[src/rtl/rx_interface_pkg.sv]
// Shared UART definitions: receiver/transmitter FSM state encoding, the
// default oversampling ratio and the sample-tick divider computation.
// Used by rx_interface and intended for the matching transmit side.
package rx_interface_pkg;

    typedef enum logic [1:0] {
        StIdle,
        StStart,
        StData,
        StStop
    } uart_state_e;

    localparam int unsigned OversampleDefault = 16;

    // Clock cycles per sample tick; never less than one.
    function automatic int unsigned calc_div(input int unsigned clk_hz,
                                             input int unsigned baud,
                                             input int unsigned oversample);
        int unsigned div;
        div = clk_hz / (baud * oversample);
        return (div == 0) ? 1 : div;
    endfunction

endpackage

[src/rtl/baud_tick_gen.sv]
// Sample-tick generator: pulses tick once every DIV clock cycles.
// Ports:
//   CLK     system clock (rising edge)
//   RESET   synchronous active-low reset
//   restart clears the divider so the next tick lands DIV cycles later
//   tick    one-cycle sample strobe
module baud_tick_gen #(
    parameter int unsigned DIV = 1
) (
    input  logic CLK,
    input  logic RESET,
    input  logic restart,
    output logic tick
);

    localparam int unsigned CntW = (DIV > 1) ? $clog2(DIV) : 1;
    localparam logic [CntW-1:0] Last = CntW'(DIV - 1);

    logic [CntW-1:0] cnt_q;

    always_ff @(posedge CLK) begin
        if (!RESET) begin
            cnt_q <= '0;
        end else if (restart || (cnt_q == Last)) begin
            cnt_q <= '0;
        end else begin
            cnt_q <= cnt_q + CntW'(1);
        end
    end

    // No tick in the restart cycle so the first one is a full period later.
    assign tick = !restart && (cnt_q == Last);

endmodule

[src/rtl/rx_interface.sv]
// 8N1 serial receiver that pairs bytes into 16-bit words.
// The first accepted byte forms [7:0], the second [15:8]; a completed word
// is held in DATA_OUT until the consumer pops it with RD.
// Ports:
//   CLK       system clock (rising edge)
//   RESET     synchronous active-low reset
//   RX        asynchronous serial input, idle high, LSB first
//   RD        consumer acknowledge, pops the held word
//   DATA_OUT  last assembled word
//   VALID     DATA_OUT holds an unread word
//   FRAME_ERR one-cycle pulse on a bad stop bit
//   OVERRUN   sticky: a completed word was dropped
module rx_interface
    import rx_interface_pkg::*;
#(
    parameter int unsigned CLK_HZ     = 50_000_000,
    parameter int unsigned BAUD       = 9600,
    parameter int unsigned OVERSAMPLE = OversampleDefault
) (
    input  logic        CLK,
    input  logic        RESET,
    input  logic        RX,
    input  logic        RD,
    output logic [15:0] DATA_OUT,
    output logic        VALID,
    output logic        FRAME_ERR,
    output logic        OVERRUN
);

    localparam int unsigned DIV  = calc_div(CLK_HZ, BAUD, OVERSAMPLE);
    localparam int unsigned CntW = (OVERSAMPLE > 1) ? $clog2(OVERSAMPLE) : 1;
    localparam logic [CntW-1:0] HalfTick = CntW'(OVERSAMPLE / 2 - 1);
    localparam logic [CntW-1:0] LastTick = CntW'(OVERSAMPLE - 1);

    logic            rx_meta_q;
    logic            rx_sync_q;
    uart_state_e     state_q;
    logic [CntW-1:0] sample_cnt_q;
    logic [2:0]      bit_cnt_q;
    logic [7:0]      shift_q;
    logic [7:0]      low_byte_q;
    logic            phase_q;
    logic            restart;
    logic            tick;
    logic            pop;

    // Two-flop synchronizer; idles high so reset never looks like a start bit.
    always_ff @(posedge CLK) begin
        if (!RESET) begin
            rx_meta_q <= 1'b1;
            rx_sync_q <= 1'b1;
        end else begin
            rx_meta_q <= RX;
            rx_sync_q <= rx_meta_q;
        end
    end

    assign restart = (state_q == StIdle) && !rx_sync_q;
    assign pop     = RD && VALID;

    baud_tick_gen #(
        .DIV(DIV)
    ) u_tick (
        .CLK    (CLK),
        .RESET  (RESET),
        .restart(restart),
        .tick   (tick)
    );

    always_ff @(posedge CLK) begin
        if (!RESET) begin
            state_q      <= StIdle;
            sample_cnt_q <= '0;
            bit_cnt_q    <= '0;
            shift_q      <= '0;
            low_byte_q   <= '0;
            phase_q      <= 1'b0;
            DATA_OUT     <= '0;
            VALID        <= 1'b0;
            FRAME_ERR    <= 1'b0;
            OVERRUN      <= 1'b0;
        end else begin
            FRAME_ERR <= 1'b0;

            // Consumer pop; a word load or overrun below overrides this.
            if (pop) begin
                VALID   <= 1'b0;
                OVERRUN <= 1'b0;
            end

            unique case (state_q)
                StIdle: begin
                    if (!rx_sync_q) begin
                        state_q      <= StStart;
                        sample_cnt_q <= '0;
                    end
                end

                StStart: begin
                    if (tick) begin
                        if (sample_cnt_q == HalfTick) begin
                            sample_cnt_q <= '0;
                            bit_cnt_q    <= '0;
                            // Line back high at mid start bit: treat as a glitch.
                            state_q      <= rx_sync_q ? StIdle : StData;
                        end else begin
                            sample_cnt_q <= sample_cnt_q + CntW'(1);
                        end
                    end
                end

                StData: begin
                    if (tick) begin
                        if (sample_cnt_q == LastTick) begin
                            sample_cnt_q <= '0;
                            shift_q      <= {rx_sync_q, shift_q[7:1]};
                            bit_cnt_q    <= bit_cnt_q + 3'd1;
                            if (bit_cnt_q == 3'd7) begin
                                state_q <= StStop;
                            end
                        end else begin
                            sample_cnt_q <= sample_cnt_q + CntW'(1);
                        end
                    end
                end

                StStop: begin
                    if (tick) begin
                        if (sample_cnt_q == LastTick) begin
                            sample_cnt_q <= '0;
                            state_q      <= StIdle;
                            if (!rx_sync_q) begin
                                FRAME_ERR <= 1'b1;
                                phase_q   <= 1'b0;
                            end else if (!phase_q) begin
                                low_byte_q <= shift_q;
                                phase_q    <= 1'b1;
                            end else begin
                                phase_q <= 1'b0;
                                if (!VALID || RD) begin
                                    DATA_OUT <= {shift_q, low_byte_q};
                                    VALID    <= 1'b1;
                                end else begin
                                    OVERRUN <= 1'b1;
                                end
                            end
                        end else begin
                            sample_cnt_q <= sample_cnt_q + CntW'(1);
                        end
                    end
                end

                default: state_q <= StIdle;
            endcase
        end
    end

endmodule

[config.mk]
export PLATFORM = sky130hd
export DESIGN_NAME = rx_interface
export DESIGN_NICKNAME = d
export VERILOG_FILES = /design/src/rtl/rx_interface_pkg.sv /design/src/rtl/baud_tick_gen.sv /design/src/rtl/rx_interface.sv
export SDC_FILE = /design/constraint.sdc
export NUM_CORES = 1
export LEC_CHECK = 0
export BUFFER_PORTS_ARGS = -buffer_cell sky130_fd_sc_hd__clkbuf_2
export CAP_MARGIN = 20
export CORE_UTILIZATION = 55
export CTS_CLUSTER_SIZE = 40
export DETAILED_ROUTE_END_ITERATION = 6
export MAX_ROUTING_LAYER = met4
export PLACE_DENSITY = 0.74
export SKIP_LAST_GASP = 1
export SLEW_MARGIN = 20
export SYNTH_ARGS = -nofsm -noshare
export SYNTH_HDL_FRONTEND = slang
export SYNTH_SLANG_ARGS = --single-unit
[constraint.sdc]
create_clock -name CLK -period 2.3 [get_ports CLK]
set_clock_uncertainty 0.05 [all_clocks]
set_input_delay 0.23 -clock CLK [delete_from_list [all_inputs] [get_ports CLK]]
set_output_delay 0.23 -clock CLK [all_outputs]
set_load 0.02 [all_outputs]
==> run summary, run 1 <==
Critical path class - flop to flop
Starting Density - 59.1%
Top Ports - 23
Post-CTS Resized - 0
Worst Hold Class - input pin to flop
Die H - 68.7 µm
Synthesized flop and latch total - 56
Leak - 1.03 nW
Clock Pin Slew Worst Setup and Hold Paths - 100 ps
Post-synthesis cell count - 261
CTS Buf Count - 5
Commonest cells after routing, fill and taps aside - dfxtp_1 (56), nand2_1 (41), mux2i_1 (32)
CTS sink cnt - 56
GPL Wtd Cong - 0.805
Final Non-Filler Cells - 330
ANT nets after route - 0
Crit path DAT - 2210 ps
Synthesized net count - 270
Least-Margin Pin Slew - 483 ps
Clock Latency Late Sink - 300 ps
Dpl cells - 322
Tcrit/Tclk final - 88.2%
Startpoint Class - flop
Outcome - finished, final reports clean
Post-DP HPWL - 2800 µm
Slew HR - 67.8%
ANT cells - 0
Max Clk Rate - 0.493 GHz
Max Cap Viol - 0
Vias in the first global route - 1,394
Setup TNS - 0 ps
Hold Path End - rx_meta_q
Main synth FF type - dfxtp_1
Final #Nets - 288
Vias per cell - 5.33
Final Power - 0.00159 W
Seq/Total Area, Yosys - 45.8%
Leading cell type in the layout, fill and taps excluded - dfxtp_1
Setup repair after global routing missed its margin - false
Cell taking the most area after synthesis - dfxtp_1
Area growth syn-to-layout - 9.75%
TritonCTS clock tree - yes
Setup Buffers After CTS - 0
Worst slack at placement - 297 ps
Cells on Worst Hold Path - 2
WL final - 4160 µm
Count of cell types in the netlist - 44
Worst IR Drop VDD - 0.415 mV
Pwr Density - 590 nW/µm²
Critical Path RT - 2490 ps
Root Buffer - clkbuf_8
Largest net degree at the start of global routing - 53
Fill cells - 339
Reg2Reg Setup Slack - 270 ps
Core area - 4140 µm²
Initial antenna violation count - 0
DIE WIDTH - 68.7 µm
Wire per inst - 12.6 µm
Drc violations - 0
Worst r2r path cells - 5
Layout cells sized above 1 - 14.6%
Hold_sp - RX
Synth top area cells - dfxtp_1 (46%), mux2i_1 (13%), nand2_1 (6.3%)
Synth warnings - 0
Ys async rst share - 0%
CTS Hold Bufs - 0
Die ar. - 4730 µm²
Max-slew violations - 0
FF-to-FF Start - sample_cnt_q[0]
Total grt overflow - 0
Setup ws final - 272 ps
Row count - 23
Vias after detailed routing - 1,759
Crit path time final - 2030 ps
H-tree Lvls - 2
Reg2reg end - DATA_OUT[6]
DRT Pass-1 Iters - 4
Total track usage - 20.0%
Worst-path fanout max - 16
Starting DRT DRC Count - 134
Global-route wire length before repair - 6820 µm
Crit. End Element - flop
Final Hold Vio Count - 0
Buffers added on ports - 22
Post-synth EDFFs - 0
Syn avg cell area - 9.39 µm²
Yosys top cell area share - 45.8%
Clock buffer depth - 2
Cell area after synthesis - 2450 µm²
Final Setup Violations - 0
-- power breakdown --
group	switching, W	internal, W	leakage, nW
clock network	0.000302	0.000245	0.0445
logic	0.0000302	0.0000203	0.536
registers	0.0000113	0.000976	0.452
total	0.000344	0.00124	1.03
-- synth_stat cells (2+ instances only) --
cell type / count
a21boi_0: 2
a21oi_1: 5
and3_1: 2
and3b_1: 3
and4_1: 3
buf_2: 2
clkbuf_1: 12
dfxtp_1: 56
ha_1: 5
inv_1: 5
mux2i_1: 32
nand2_1: 41
nand2b_1: 2
nand3_1: 13
nand4_1: 8
nor2_1: 14
nor2b_1: 17
nor3_1: 2
nor3b_1: 2
o21a_1: 2
o21ai_0: 3
or2_2: 2
xor2_1: 7
-- sequential cells by signal, summed over array words and instances, names as in the netlist, named ones only --
signal / count
phase_q: 1
rx_meta_q: 1
shift_q: 8
low_byte_q: 8
u_tick.cnt_q: 9
rx_sync_q: 1
VALID: 1
state_q: 1
OVERRUN: 1
bit_cnt_q: 3
DATA_OUT: 16
FRAME_ERR: 1
sample_cnt_q: 4
-- kinds of logic after synthesis --
family,count (synthesis),share of synthesized area [%]
AOI/OAI and AO/OA,20,5.52
adders and majority gates,5,2.55
buffers and inverters,21,3.68
and+or+nand+nor,119,26.6
DFF,56,45.8
xor gates and xnor gates,8,2.86
muxes,32,13.1
-- how the worst max path moves through the flow --
stage                               start           end  slack [ps]  depth (start not counted)
final                     sample_cnt_q[0]   DATA_OUT[6]         270                          5
after global routing      sample_cnt_q[0]    shift_q[4]          80                          6
after CTS                 sample_cnt_q[0]   DATA_OUT[2]         270                          5
after detailed placement  sample_cnt_q[0]   DATA_OUT[2]         300                          5
after global placement    sample_cnt_q[0]   DATA_OUT[5]         360                          5
after floorplan           sample_cnt_q[0]  DATA_OUT[10]         400                          5
-- cell type report --
cell class,instances,area (µm²),area share [%]
inverter,5,18.8,0.698
clock buffer,7,86.3,3.21
tap,50,62.6,2.33
sequential,56,1120,41.7
clock inverter,1,7.51,0.279
timing repair buffer,27,148,5.49
multi-input combinational,184,1240,46.3
-- per-stage QoR --
stage | hold slack (ps) | area [µm²] | utilization [%]
finish | 55.3 | 2690 | 64.9
floorplan | 281 | 2450 | -
detailed placement | 344 | 2590 | 62.6
global route | 52.7 | 2690 | 64.9
global placement | 352 | 2590 | 62.6
CTS | 52.1 | 2690 | 64.9
-- critical path, cell delays in order, from the launching register on --
cell,delay [ps]
dfxtp_1,430
ha_1,340
nand4_1,280
nor4_4,310
buf_4,320
mux2i_1,230
-- per-layer routing --
layer  vias up  GRT usage, %  part of all wire [%]
met5         -             -                     0
met4         0          6.12                   1.1
met3         5          3.95                   3.2
met2        27          26.2                    41
met1       794          30.1                    55
li1        933             -                     -
Note: power is estimated with default switching activity, not from simulation.
==> run 2, diff against run 1 <==
- CELL_PAD_IN_SITES_DETAIL_PLACEMENT: not set -> 0
- CELL_PAD_IN_SITES_GLOBAL_PLACEMENT: not set -> 1
- CORE_UTILIZATION: 55 -> 45
- PLACE_DENSITY: 0.74 -> 0.77
==> run 2 against run 1 <==
  * Utilization down 12 points
  * First-iteration DRC count fell by 28%
  * Non-clock buffer count rose by 1
  * Flip-flop and latch count unchanged
  * Combinational power barely moved
  * Worst hold slack better by 9.1 ps
  * Power shrank 0.75%
  * Worst setup slack better by 46 ps
  * Clock-buffer cell count is 1 lower
  * Critical path depth unchanged
  * Maximum frequency up 2.3%
  * Via count up 0.68%
  * Critical path type unchanged
  * Largest cell class unchanged
==> run summary, run 2 (same netlist as run 1, synthesis figures left out) <==
CTS Buf Count - 5 (unchanged)
Commonest cells after routing, fill and taps aside - dfxtp_1 (56), nand2_1 (41), mux2i_1 (32) (unchanged)
Net switching power - 0.000360 W (was 0.000344 W)
Drc violations - 0 (unchanged)
Crit. End Element - flop (unchanged)
Worst slack at placement - 307 ps (was 297 ps)
Area growth syn-to-layout - 10.9% (was 9.75%)
Final Hold Vio Count - 0 (unchanged)
Max Cap Viol - 0 (unchanged)
Leak - 1.04 nW (was 1.03 nW)
Largest registers - DATA_OUT: 16 flops, u_tick.cnt_q: 9 flops (unchanged)
ANT nets after route - 0 (unchanged)
Vias after detailed routing - 1,771 (was 1,759)
Clock Latency Late Sink - 310 ps (was 300 ps)
CTS Hold Bufs - 0 (unchanged)
Final Setup Violations - 0 (unchanged)
Reg power frac - 62.8% (was 62.3%)
Crit path DAT - 2170 ps (was 2210 ps)
Setup repair after global routing missed its margin - false (unchanged)
Top Ports - 23 (unchanged)
Total grt overflow - 0 (unchanged)
Reg2reg end - DATA_OUT[14] (was DATA_OUT[6])
Root Buffer - clkbuf_8 (unchanged)
Core area - 5170 µm² (was 4140 µm²)
DRT Pass-1 Iters - 4 (unchanged)
Global-route wire length before repair - 6710 µm (was 6820 µm)
Starting Density - 47.4% (was 59.1%)
Fill cells - 490 (was 339)
Vias in the first global route - 1,438 (was 1,394)
Max Clk Rate - 0.505 GHz (was 0.493 GHz)
Pwr Density - 579 nW/µm² (was 590 nW/µm²)
Power share of the clock group - 33.9% (was 34.5%)
Max-slew violations - 0 (unchanged)
Wire per inst - 12.1 µm (was 12.6 µm)
Least-Margin Pin Slew - 562 ps (was 483 ps)
Critical path class - flop to flop (unchanged)
DIE WIDTH - 75.8 µm (was 68.7 µm)
Post-DP HPWL - 2780 µm (was 2800 µm)
Power Internal - 0.00121 W (was 0.00124 W)
Total track usage - 16.1% (was 20.0%)
Crit-path slowest cell - dfxtp_1 (unchanged)
Tcrit/Tclk final - 86.2% (was 88.2%)
Critical Path RT - 2490 ps (about the same)
Setup Buffers After CTS - 0 (unchanged)
Startpoint Class - flop (unchanged)
Row count - 26 (was 23)
Final Power - 0.00157 W (was 0.00159 W)
H-tree Lvls - 2 (unchanged)
Worst-path fanout max - 16 (unchanged)
Initial antenna violation count - 0 (unchanged)
Setup TNS - 0 ps (unchanged)
Largest register FFs - 16 (unchanged)
Buffers added on ports - 22 (unchanged)
WL final - 4240 µm (was 4160 µm)
Clock buffer depth - 2 (unchanged)
GPL Wtd Cong - 0.813 (was 0.805)
CP peak stage delay - 420 ps (was 430 ps)
Die ar. - 5740 µm² (was 4730 µm²)
Final #Nets - 289 (was 288)
Outcome - finished, final reports clean (unchanged)
Post-layout util - 52.5% (was 64.9%)
Setup ws final - 318 ps (was 272 ps)
Clock Pin Slew Worst Setup and Hold Paths - 100 ps (about the same)
Crit path time final - 1980 ps (was 2030 ps)
Most flop-heavy register - DATA_OUT (unchanged)
Combinational share of power - 3.2% (about the same)
Hold Path End - rx_meta_q (unchanged)
Worst Hold Class - input pin to flop (unchanged)
CTS sink cnt - 56 (unchanged)
Hold WS - 64.4 ps (was 55.3 ps)
CP Cell Sequence - ha_1 > nand4_1 > nor4_4 > buf_4 > mux2i_1 (unchanged)
Layout cells sized above 1 - 14.9% (was 14.6%)
Post-CTS Resized - 0 (unchanged)
ANT cells - 0 (unchanged)
Leading cell type in the layout, fill and taps excluded - dfxtp_1 (unchanged)
Sw Ratio - 22.9% (was 21.7%)
TritonCTS clock tree - yes (unchanged)
Slew HR - 62.5% (was 67.8%)
FF-to-FF Start - sample_cnt_q[0] (unchanged)
Reg2Reg Setup Slack - 320 ps (was 270 ps)
Largest net degree at the start of global routing - 66 (was 53)
Worst r2r path cells - 5 (unchanged)
Cells on Worst Hold Path - 2 (unchanged)
Worst IR Drop VDD - 0.295 mV (was 0.415 mV)
Starting DRT DRC Count - 97 (was 134)
Hold_sp - RX (unchanged)
Die H - 75.8 µm (was 68.7 µm)
Vias per cell - 5.05 (was 5.33)
==> run 2: cell types whose count changed in the layout (fill, tap and decap cells not counted) <==
cell / previous run / this run
buf_4: 5 / 6
clkbuf_8: 6 / 5
clkinv_4: 0 / 1
==> run 2: worst max-delay path by stage <==
stage	slack, ps	cells after the start	endpoint	from
floorplan	400	5	DATA_OUT[10]	sample_cnt_q[0]
global placement	380	5	DATA_OUT[10]	sample_cnt_q[0]
detailed placement	310	5	DATA_OUT[14]	sample_cnt_q[0]
CTS	290	5	DATA_OUT[14]	sample_cnt_q[0]
global route	180	5	DATA_OUT[1]	sample_cnt_q[0]
finish	320	5	DATA_OUT[14]	sample_cnt_q[0]
==> run 2: per-layer routing <==
metal	share of wire (%)	global-route usage [%]
met3	3.1	4.76
met5	0	-
met4	0.90	5.56
met1	55	22.8
met2	41	21.6
==> run 2: final cells by class <==
type / instances / area (µm²) / area share [%]
multi-input combinational: 184 / 1240 / 45.8
sequential: 56 / 1120 / 41.3
timing repair buffer: 28 / 155 / 5.71
tap: 70 / 87.6 / 3.22
clock buffer: 6 / 72.6 / 2.67
inverter: 5 / 18.8 / 0.691
clock inverter: 2 / 16.3 / 0.599
==> run 2: through the flow <==
step | cell area [µm²] | cells
after floorplan | 2450 | 261
after global placement | 2630 | 343
after detailed placement | 2630 | 343
after CTS | 2720 | 351
after global routing | 2720 | 351
final | 2720 | 351
==> run 2: power groups by stage <==
stage | sequential [W] | clock, W | combinational [W]
global route | 0.000990 | 0.000594 | 0.0000569
finish | 0.000989 | 0.000534 | 0.0000509
detailed placement | 0.00101 | 0 | 0.0000511
CTS | 0.000988 | 0.000558 | 0.0000515
floorplan | 0.00101 | 0 | 0.0000426
global placement | 0.00101 | 0 | 0.0000519
==> run 2: critical path, delay by kind of cell, from the launching register on <==
family	cells	cell delay [ps]
flip-flops	1	420
adder cells (fa/ha/maj)	1	320
multiplexers	1	240
buffers and inverters	1	330
AND/OR/NAND/NOR	2	550
